==> src/rtl/lv_bist_ctrl_if.sv <==
`default_nettype none
// ----------------------------------------------------------------------------
// Module      : lv_bist_ctrl_if
// Description : Control/status bundle between the LV BIST sequencer and its
//               requester plus the LV logic BIST engine result lines.
// Revision    : 1.0  initial release
// ----------------------------------------------------------------------------
interface lv_bist_ctrl_if;
  logic       i_bist_start;
  logic       i_bist_abort;
  logic       i_lv_bist_done;
  logic       i_owt_bist_rult;
  logic       i_scan_reg_bist_rult;
  logic       i_hv_intb_bist_rult;
  logic       o_bist_en;
  logic       o_bist_busy;
  logic       o_bist_done_pulse;
  logic       o_bist_pass;
  logic       o_bist_fail;
  logic [2:0] o_bist_fail_code;
  logic [1:0] o_bist_retry_cnt;

  // Requester / engine side: drives requests and results, observes status.
  modport master (
    output i_bist_start, i_bist_abort, i_lv_bist_done,
           i_owt_bist_rult, i_scan_reg_bist_rult, i_hv_intb_bist_rult,
    input  o_bist_en, o_bist_busy, o_bist_done_pulse, o_bist_pass,
           o_bist_fail, o_bist_fail_code, o_bist_retry_cnt
  );

  // Sequencer side.
  modport slave (
    input  i_bist_start, i_bist_abort, i_lv_bist_done,
           i_owt_bist_rult, i_scan_reg_bist_rult, i_hv_intb_bist_rult,
    output o_bist_en, o_bist_busy, o_bist_done_pulse, o_bist_pass,
           o_bist_fail, o_bist_fail_code, o_bist_retry_cnt
  );
endinterface
`default_nettype wire

==> src/rtl/lv_bist_ctrl.sv <==
`default_nettype none
// ----------------------------------------------------------------------------
// Module      : lv_bist_ctrl
// Description : Sequencer for the LV logic BIST: settle, run with a guard
//               timer, evaluate the three check results, retry on failure
//               and latch a sticky pass/fail verdict with a fail code.
// Revision    : 1.0  initial release
// ----------------------------------------------------------------------------
module lv_bist_ctrl #(
  parameter int CLK_M      = 48,
  parameter int SETTLE_CYC = 8,
  parameter int GAP_CYC    = 16,
  parameter int MAX_RETRY  = 1,
  parameter int GUARD_TH   = 2500 * CLK_M
) (
  input  logic         i_clk,
  input  logic         i_rst_n,
  lv_bist_ctrl_if.slave bus
);

  // SETTLE and GAP never overlap, so one phase counter serves both.
  localparam int PH_MAX = (SETTLE_CYC > GAP_CYC) ? SETTLE_CYC : GAP_CYC;
  localparam int PH_W   = $clog2(PH_MAX + 1);
  localparam int GD_W   = $clog2(GUARD_TH + 1);

  localparam logic [PH_W-1:0] SETTLE_LAST  = PH_W'(SETTLE_CYC - 1);
  localparam logic [PH_W-1:0] GAP_LAST     = PH_W'(GAP_CYC - 1);
  localparam logic [GD_W-1:0] GUARD_LAST   = GD_W'(GUARD_TH - 1);
  localparam logic [2:0]      CODE_TIMEOUT = 3'b111;

  typedef enum logic [2:0] {
    IDLE   = 3'd0,
    SETTLE = 3'd1,
    RUN    = 3'd2,
    EVAL   = 3'd3,
    GAP    = 3'd4,
    FINISH = 3'd5
  } state_t;

  state_t          state;
  state_t          state_nxt;
  logic [PH_W-1:0] phase_cnt;
  logic [GD_W-1:0] guard_cnt;

  logic            bist_en;
  logic            bist_busy;
  logic            done_pulse;
  logic            pass;
  logic            fail;
  logic [2:0]      fail_code;
  logic [1:0]      retry_cnt;

  logic            start_acc;
  logic            retry_inc;
  logic            fin_load;
  logic            fin_pass;
  logic [2:0]      fin_code;
  logic            run_failed;
  logic [2:0]      run_code;
  logic [2:0]      eval_code;
  logic            retry_avail;

  // A zero result bit means that check failed.
  assign eval_code   = {~bus.i_hv_intb_bist_rult, ~bus.i_scan_reg_bist_rult,
                        ~bus.i_owt_bist_rult};
  assign retry_avail = (int'(retry_cnt) < MAX_RETRY);

  // Next-state and sequencing decisions; abort overrides everything last.
  always_comb begin
    state_nxt  = state;
    start_acc  = 1'b0;
    retry_inc  = 1'b0;
    fin_load   = 1'b0;
    fin_pass   = 1'b0;
    fin_code   = 3'b000;
    run_failed = 1'b0;
    run_code   = 3'b000;

    case (state)
      IDLE: begin
        if (bus.i_bist_start) begin
          start_acc = 1'b1;
          state_nxt = SETTLE;
        end
      end
      SETTLE: begin
        if (phase_cnt == SETTLE_LAST) state_nxt = RUN;
      end
      RUN: begin
        // Done wins over a coincident guard terminal count.
        if (bus.i_lv_bist_done) begin
          state_nxt = EVAL;
        end else if (guard_cnt == GUARD_LAST) begin
          run_failed = 1'b1;
          run_code   = CODE_TIMEOUT;
        end
      end
      EVAL: begin
        if (eval_code == 3'b000) begin
          state_nxt = FINISH;
          fin_load  = 1'b1;
          fin_pass  = 1'b1;
        end else begin
          run_failed = 1'b1;
          run_code   = eval_code;
        end
      end
      GAP: begin
        if (phase_cnt == GAP_LAST) state_nxt = SETTLE;
      end
      FINISH: begin
        state_nxt = IDLE;
      end
      default: begin
        state_nxt = IDLE;
      end
    endcase

    if (run_failed) begin
      if (retry_avail) begin
        retry_inc = 1'b1;
        state_nxt = GAP;
      end else begin
        state_nxt = FINISH;
        fin_load  = 1'b1;
        fin_code  = run_code;
      end
    end

    if (bus.i_bist_abort) begin
      state_nxt = IDLE;
      start_acc = 1'b0;
      retry_inc = 1'b0;
      fin_load  = 1'b0;
    end
  end

  // State register.
  always_ff @(posedge i_clk or negedge i_rst_n) begin
    if (!i_rst_n) state <= IDLE;
    else          state <= state_nxt;
  end

  // Phase and guard counters; both restart whenever the state changes.
  always_ff @(posedge i_clk or negedge i_rst_n) begin
    if (!i_rst_n) begin
      phase_cnt <= '0;
      guard_cnt <= '0;
    end else begin
      if (state_nxt != state)                  phase_cnt <= '0;
      else if (state == SETTLE || state == GAP) phase_cnt <= phase_cnt + 1'b1;

      if (state == RUN && state_nxt == RUN) guard_cnt <= guard_cnt + 1'b1;
      else                                  guard_cnt <= '0;
    end
  end

  // Registered outputs, computed from the upcoming state so they align with it.
  always_ff @(posedge i_clk or negedge i_rst_n) begin
    if (!i_rst_n) begin
      bist_en    <= 1'b0;
      bist_busy  <= 1'b0;
      done_pulse <= 1'b0;
      pass       <= 1'b0;
      fail       <= 1'b0;
      fail_code  <= 3'b000;
      retry_cnt  <= 2'd0;
    end else begin
      bist_en    <= (state_nxt == RUN) || (state_nxt == EVAL);
      bist_busy  <= (state_nxt != IDLE);
      done_pulse <= fin_load;
      if (start_acc) begin
        pass      <= 1'b0;
        fail      <= 1'b0;
        fail_code <= 3'b000;
        retry_cnt <= 2'd0;
      end else begin
        if (fin_load) begin
          pass      <= fin_pass;
          fail      <= ~fin_pass;
          fail_code <= fin_code;
        end
        if (retry_inc && retry_cnt != 2'd3) retry_cnt <= retry_cnt + 1'b1;
      end
    end
  end

  assign bus.o_bist_en         = bist_en;
  assign bus.o_bist_busy       = bist_busy;
  assign bus.o_bist_done_pulse = done_pulse;
  assign bus.o_bist_pass       = pass;
  assign bus.o_bist_fail       = fail;
  assign bus.o_bist_fail_code  = fail_code;
  assign bus.o_bist_retry_cnt  = retry_cnt;

endmodule
`default_nettype wire

==> src/flat_wrapper.sv <==
// flat-port wrapper written by rule: the top's interface ports become plain ports
module lv_bist_ctrl_flat 
#(
  parameter int CLK_M      = 48,
  parameter int SETTLE_CYC = 8,
  parameter int GAP_CYC    = 16,
  parameter int MAX_RETRY  = 1,
  parameter int GUARD_TH   = 2500 * CLK_M
)
  (i_clk, i_rst_n, bus_i_bist_start, bus_i_bist_abort, bus_i_lv_bist_done, bus_i_owt_bist_rult, bus_i_scan_reg_bist_rult, bus_i_hv_intb_bist_rult, bus_o_bist_en, bus_o_bist_busy, bus_o_bist_done_pulse, bus_o_bist_pass, bus_o_bist_fail, bus_o_bist_fail_code, bus_o_bist_retry_cnt);
  lv_bist_ctrl_if bus_i ();
  input  logic i_clk;
  input  logic i_rst_n;
  input wire logic [$bits(bus_i.i_bist_start)-1:0] bus_i_bist_start;
  input wire logic [$bits(bus_i.i_bist_abort)-1:0] bus_i_bist_abort;
  input wire logic [$bits(bus_i.i_lv_bist_done)-1:0] bus_i_lv_bist_done;
  input wire logic [$bits(bus_i.i_owt_bist_rult)-1:0] bus_i_owt_bist_rult;
  input wire logic [$bits(bus_i.i_scan_reg_bist_rult)-1:0] bus_i_scan_reg_bist_rult;
  input wire logic [$bits(bus_i.i_hv_intb_bist_rult)-1:0] bus_i_hv_intb_bist_rult;
  output wire logic [$bits(bus_i.o_bist_en)-1:0] bus_o_bist_en;
  output wire logic [$bits(bus_i.o_bist_busy)-1:0] bus_o_bist_busy;
  output wire logic [$bits(bus_i.o_bist_done_pulse)-1:0] bus_o_bist_done_pulse;
  output wire logic [$bits(bus_i.o_bist_pass)-1:0] bus_o_bist_pass;
  output wire logic [$bits(bus_i.o_bist_fail)-1:0] bus_o_bist_fail;
  output wire logic [$bits(bus_i.o_bist_fail_code)-1:0] bus_o_bist_fail_code;
  output wire logic [$bits(bus_i.o_bist_retry_cnt)-1:0] bus_o_bist_retry_cnt;
  assign bus_i.i_bist_start = bus_i_bist_start;
  assign bus_i.i_bist_abort = bus_i_bist_abort;
  assign bus_i.i_lv_bist_done = bus_i_lv_bist_done;
  assign bus_i.i_owt_bist_rult = bus_i_owt_bist_rult;
  assign bus_i.i_scan_reg_bist_rult = bus_i_scan_reg_bist_rult;
  assign bus_i.i_hv_intb_bist_rult = bus_i_hv_intb_bist_rult;
  assign bus_o_bist_en = bus_i.o_bist_en;
  assign bus_o_bist_busy = bus_i.o_bist_busy;
  assign bus_o_bist_done_pulse = bus_i.o_bist_done_pulse;
  assign bus_o_bist_pass = bus_i.o_bist_pass;
  assign bus_o_bist_fail = bus_i.o_bist_fail;
  assign bus_o_bist_fail_code = bus_i.o_bist_fail_code;
  assign bus_o_bist_retry_cnt = bus_i.o_bist_retry_cnt;
  lv_bist_ctrl #(.CLK_M(CLK_M), .SETTLE_CYC(SETTLE_CYC), .GAP_CYC(GAP_CYC), .MAX_RETRY(MAX_RETRY), .GUARD_TH(GUARD_TH)) u_core (.i_clk(i_clk), .i_rst_n(i_rst_n), .bus(bus_i));
endmodule
==> config.mk <==
export PLATFORM = sky130hd
export DESIGN_NAME = lv_bist_ctrl_flat
export DESIGN_NICKNAME = d
export VERILOG_FILES = /design/src/rtl/lv_bist_ctrl_if.sv /design/src/rtl/lv_bist_ctrl.sv /design/src/flat_wrapper.sv
export SDC_FILE = /design/constraint.sdc
export NUM_CORES = 1
export LEC_CHECK = 0
export ABC_AREA = 0
export CORE_AREA = 2 2 64 66
export CTS_CLUSTER_DIAMETER = 200
export DETAILED_ROUTE_END_ITERATION = 6
export DIE_AREA = 0 0 66 68
export PLACE_DENSITY = 0.73
export SYNTH_ARGS = -nofsm -noshare
export SYNTH_HDL_FRONTEND = slang
export SYNTH_SLANG_ARGS = --single-unit
==> constraint.sdc <==
create_clock -name i_clk -period 2.25 [get_ports i_clk]
set_input_delay 0.45 -clock i_clk [delete_from_list [all_inputs] [get_ports i_clk]]
set_output_delay 0.45 -clock i_clk [all_outputs]
set_load 0.005 [all_outputs]
* Yosys cells after proc, flatten, opt, wreduce, memory -nomap -nowiden
Index checks and enable logic that the tools add are counted.
** Storage, ports and cells
- Bits in registers :: 35
- Output and inout port bits :: 10
- Word-level logic and storage cells :: 80
** Cells by class
- Order comparisons :: 1
- $add $sub $neg :: 3
- Reductions and logical operators :: 10
- Eq/ne operators :: 11
- Muxes and demuxes :: 41
- Bitwise operators :: 4
** Operators by type and width (count)
- $mux 3 :: 14
- $mux 1 :: 19
- $add 17x1->17 const B :: 1
- $eq 17x17->1 const B :: 1
- $mux 17 :: 1
- $pmux 3 s5 :: 1
- $eq 3x2->1 const B :: 4
- $mux 5 :: 2
- $logic_not 3->1 :: 2
- $pmux 3 s2 :: 1
- $reduce_bool 2->1 :: 3
- $add 5x1->5 const B :: 1
- $eq 5x3->1 const B :: 1
- $eq 5x4->1 const B :: 1
- $mux 2 :: 2
- $not 1->1 :: 4
- $eq 3x1->1 const B :: 1
- $eq 3x3->1 const B :: 1
- $ne 3x3->1 :: 1
- $reduce_bool 3->1 :: 1
- $add 2x1->2 const B :: 1
- $logic_and 1x1->1 :: 2
- $logic_or 1x1->1 :: 2
- $lt 2x1->1 const B :: 1
- other kinds (2) :: 2

* Logic depth before layout (Yosys ltp)
- Depth in word-level cells :: 9
- Gate-level depth with buffers :: 9
- Gate-level depth less buffers :: 9

* Least setup slack after synthesis
Ideal clock, no wire load.
- Kind :: register to register
- Start point :: register u_core.phase_cnt[0]
- End point :: register u_core.phase_cnt[4]
- Path buffers :: 0
- Stages on the path, launching flop included :: 10
- Path slack :: 0.114 ns
- Arrival time :: 2.071 ns
- Cells stage by stage :: dfrtp_1 ha_1 and3_1 ha_1 nand2_1 a2111oi_0 a21oi_1 a22o_1 nor4b_4 o211a_1
** Between the ends
- Longest elaborated chain between the ends :: 7
- Elaborated cells on any way between the ends :: 12
- Those cells by class :: add/sub (1); eq/ne (3); mux (7); reduce/logical (1)
** Ends and longest elaborated chain
- start: declaration :: line lv_bist_ctrl.sv:42 : logic [PH_W-1:0] phase_cnt;
- start signal: assignment :: line lv_bist_ctrl.sv:151 : else if (state == SETTLE || state == GAP) phase_cnt <= phase_cnt + 1'b1;
- $eq 5x4->1 / $eq 5x3->1 (equally long branches) :: line lv_bist_ctrl.sv:109, lv_bist_ctrl.sv:87
- $mux 3 (on tied branches) :: line lv_bist_ctrl.sv:109, lv_bist_ctrl.sv:87
- $pmux 3 s5 :: line lv_bist_ctrl.sv:79 : case (state)
- $mux 3 :: line lv_bist_ctrl.sv:119 : if (run_failed) begin
- $mux 3 :: line lv_bist_ctrl.sv:130 : if (bus.i_bist_abort) begin
- $ne 3x3->1 :: line lv_bist_ctrl.sv:150 : if (state_nxt != state) phase_cnt <= '0;
- $mux 5 / $reduce_bool 2->1 (equally long branches)
Parallel ways exist; a longest one is shown, timed or not. The select of a mux whose other input is x is not followed.
A chain may end at the register's enable or synchronous reset.

* Worst setup path after layout
- Start point :: register u_core.guard_cnt[8]
- End point :: register u_core.phase_cnt[4]
** Between the ends
- Longest elaborated chain between the ends :: 8
- Elaborated cells on any way between the ends :: 9
- Those cells by class :: eq/ne (2); mux (6); reduce/logical (1)
** Ends and longest elaborated chain
- start: declaration :: line lv_bist_ctrl.sv:43 : logic [GD_W-1:0] guard_cnt;
- start signal: assignment :: line lv_bist_ctrl.sv:153 : if (state == RUN && state_nxt == RUN) guard_cnt <= guard_cnt + 1'b1;
- $eq 17x17->1 (*) :: line lv_bist_ctrl.sv:93 : end else if (guard_cnt == GUARD_LAST) begin
- $mux 1 (*) :: line lv_bist_ctrl.sv:93
- $mux 1 (*) :: line lv_bist_ctrl.sv:91 : if (bus.i_lv_bist_done) begin
- $pmux 1 s2 (*) :: line lv_bist_ctrl.sv:79
- $mux 3 (*) :: line lv_bist_ctrl.sv:119
- $mux 3 (*) :: line lv_bist_ctrl.sv:130
- named net u_core.state_nxt[1] :: line lv_bist_ctrl.sv:41 : state_t state_nxt;
- $ne 3x3->1 (*) :: line lv_bist_ctrl.sv:150
- $mux 5 / $reduce_bool 2->1 (equally long branches)
The timed path passes the listed nets; every way through them passes the cells marked *.

==> qor.txt <==
Run status = finished, final reports clean
Post-synthesis sequential area ratio = 47.4%
Filler cell count = 295
Synth top area share = 47.4%
Cell taking the most area after synthesis = dfrtp_1
Worst-case headroom to the max-slew limit = 69.6%
Top Layer Used = met4
Peak VDD IR = 0.336 mV
Fraction of power spent switching nets = 21.4%
Core Footprint = 3860 um2
Most used flip-flop cell after synthesis = dfrtp_1
CTS sink count = 35
Pre-CTS WS = -0.137 ns
Critical Setup Path Class = reg2reg
Overflow left after global routing = 0
Critical path startpoint category = flop
Total number of H-tree levels = 2
Wire length on met2 = 2120 um
Gp weighted congestion = 0.810
Leak = 1.13 nW
Crit share post-route = 99.0%
Number of DRC violations after detailed routing = 0
Fraction of power consumed by combinational cells = 11.7%
Distinct cell type count after synthesis = 44
Maximum number of pins on one net before global-route repair = 36
Type of element capturing the critical path = flop
Worst-Margin Slew = 0.454 ns
Antenna violation net count after detailed routing = 0
Worst setup slack after layout = 0.0227 ns
Detailed-route wire length per cell = 15.3 um
Layout overhead on the synthesized area = 36.2%
Num ports = 18
Power density over the cells = 598 nW/um2
Min cycle time layout = 2.23 ns
Synthesized Nets = 194
Number of synthesized flops with an enable pin = 0
Asr flop ratio synth = 100%
Total number of vias = 1,545
Count of standard-cell rows = 23
Full die area = 4490 um2
Max-cap violations = 0
Diodes inserted = 0
Commonest cells after routing, fill and taps aside = 35 x dfrtp_1, 26 x nor2_1, 26 x buf_4, 17 x clkdlybuf4s50_1
Antenna violations before repair = 0
CTS buffer count = 5
Clock-pin slew on the worst setup and hold paths = 0.07 ns
Post-synthesis area per instance = 10.2 um2
Met1 wire length = 1760 um
Cell class contributing the biggest share of worst-path delay = simple AND/OR/NAND/NOR gates
Power consumption = 1.51 mW
Routed length on met3 = 265 um
WP buf/inv = 1
Flops & latches, synth = 35
Cell count after synthesis = 181
Int Power = 1.18 mW
Maximum cell stage delay along the critical path = 0.43 ns
Detailed-route wire length = 4240 um
Cell-by-cell trace of the critical path = or3_4 -> nor4_4 -> buf_4 -> a21oi_4 -> mux2i_1 -> nor4b_4 -> o211a_1
DP HPWL = 2930 um
Global-route wire length before repair = 6720 um
Count of endpoints failing setup in the final report = 0
Starting utilization of the core area = 47.9%
Final layout net count = 239
Most common library cell in the layout ignoring fill and taps = dfrtp_1
Clock group share of total power = 44.1%
Worst min-delay path class = reg2reg
Cell area after synthesis = 1850 um2
Port Buf Inserts = 17
CTS Root Buffer Type = clkbuf_8
Share of cells above drive strength 1 = 23.3%
Die X = 66 um
Net switching power of the design = 0.323 mW
Share of total power in sequential cells = 44.2%
Pre-antenna DRT Iters = 4
First DRT Iteration DRCs = 124
Die Height = 68 um
Clock tree from TritonCTS = built
Critical-path top delay cell = dfrtp_1
Hold bufs inserted after CTS = 0
Via count normalized by instance count = 5.58
Data required time of the worst path = 2.47 ns
Setup repair after global routing missed its margin = true
Upper clock frequency limit = 449 MHz
Peak fanout along the critical path = 5
Worst clock skew on the final layout = 0.00704 ns
Endpoint arrival time on the critical path = 2.45 ns
Final number of max-transition violations = 0
Insertion delay to the later sink of the worst-skew pair = 0.29 ns
Via count of the first global-routing pass = 1,481
Biggest area contributors in the synthesized netlist = dfrtp_1 47%, xor2_1 6.2%, nor2_1 5.3%, ha_1 3.4%, xnor2_1 3.3%
Hold violation total from the final report = 0
Worst-case clock buffer depth = 2
Overall track demand over capacity in global routing = 20.2%
Yosys warnings = 0
metrics by stage:
step | cells | setup TNS (ns) | area (um2) | hold WS (ns) | utilization (%)
after floorplan | 181 | 0 | 1850 | 0.154 | -
after global placement | 264 | -0.557 | 2230 | 0.458 | 57.9
after detailed placement | 264 | -0.627 | 2230 | 0.470 | 57.9
after CTS | 272 | 0 | 2390 | 0.486 | 62.0
after global routing | 277 | -0.390 | 2520 | 0.510 | 65.2
final | 277 | 0 | 2520 | 0.481 | 65.2
repair_timing:
action / CTS / global route
gates resized for setup: 6 / 15
pin swaps: 3 / 7
setup endpoints to repair: 5 / 6
setup buffers: 0 / 5
cell type report:
cell class                 count  area, um2  share of cell area [%]
clock buffer                   6       72.6                    2.88
clock inverter                 2       60.1                    2.39
inverter                       6       22.5                   0.895
multi-input combinational    134       1040                    41.2
sequential                    35        876                    34.8
tap                           50       62.6                    2.49
timing repair buffer          44        385                    15.3
registers in the layout (all words and copies together) (netlist names):
name and count:
u_core.bus.o_bist_en 1, u_core.bus.o_bist_fail 1, u_core.bus.o_bist_busy 1, u_core.bus.o_bist_fail_code 3, u_core.bus.o_bist_done_pulse 1, u_core.guard_cnt 17
u_core.state 3, u_core.bus.o_bist_retry_cnt 2, u_core.phase_cnt 5, u_core.bus.o_bist_pass 1
final timing paths:
kind / slack, ns / cells past startpoint / to / start
max in group asynchronous: 1.35 / 2 / u_core.state[2]$_DFF_PN0_ / i_rst_n
hold / removal: 0.48 / 2 / u_core.bus.o_bist_fail$_DFFE_PN0P_ / u_core.bus.o_bist_fail$_DFFE_PN0P_
setup / recovery: 0.02 / 7 / u_core.phase_cnt[4]$_DFFE_PN0P_ / u_core.guard_cnt[8]$_DFF_PN0_
hold reg to reg: 0.48 / 2 / u_core.bus.o_bist_fail$_DFFE_PN0P_ / u_core.bus.o_bist_fail$_DFFE_PN0P_
min in group asynchronous: 0.58 / 2 / u_core.bus.o_bist_fail_code[0]$_DFFE_PN0P_ / i_rst_n
setup reg to reg: 0.02 / 7 / u_core.phase_cnt[4]$_DFFE_PN0P_ / u_core.guard_cnt[8]$_DFF_PN0_
synth_stat cells, types with 2 or more instances:
cell type	instances
a31oi_1	3
and3_1	4
o21ai_0	5
xor2_1	13
ha_1	5
nand2_1	14
nand3b_1	2
and2_1	5
and4_1	6
nor2_1	26
buf_2	3
clkbuf_1	3
nand4_1	2
dfrtp_1	35
nor2b_1	2
nand3_1	6
mux2i_1	3
a21oi_1	3
xnor2_1	7
a22o_1	4
inv_1	6
nand2b_1	2
cells by family (layout without fill, tap and decap cells):
| group | count (synthesis) | after routing | synth area share [%] |
|---|---|---|---|
| and+or+nand+nor | 81 | 81 | 25.5 |
| DFF | 35 | 35 | 47.4 |
| AOI/OAI and AO/OA | 25 | 25 | 10.0 |
| xor gates and xnor gates | 20 | 20 | 9.48 |
| buffers and inverters | 12 | 58 | 2.64 |
| adders and majority gates | 5 | 5 | 3.39 |
| muxes | 3 | 3 | 1.62 |
power by group through the flow:
stage          Clock (mW)  Sequential, mW  Combinational [mW]
6_report            0.663           0.666               0.176
4_1_cts             0.675           0.663               0.163
3_3_place_gp            0           0.673               0.149
3_5_place_dp            0           0.675               0.158
5_1_grt             0.703           0.668               0.195
2_1_floorplan           0           0.677              0.0763
worst reg2reg max path, stage by stage (launching register included):
cell	delay, ns
dfrtp_1	0.43
or3_4	0.40
nor4_4	0.38
buf_4	0.22
a21oi_4	0.06
mux2i_1	0.16
nor4b_4	0.32
o211a_1	0.20
routing by layer:
| metal | global-route usage [%] | vias up |
|---|---|---|
| met3 | 5.10 | 10 |
| met4 | 10.2 | 0 |
| li1 | - | 725 |
| met2 | 34.7 | 52 |
| met5 | 0 | - |
| met1 | 23.5 | 758 |
Note: power is estimated with default switching activity, not from simulation.
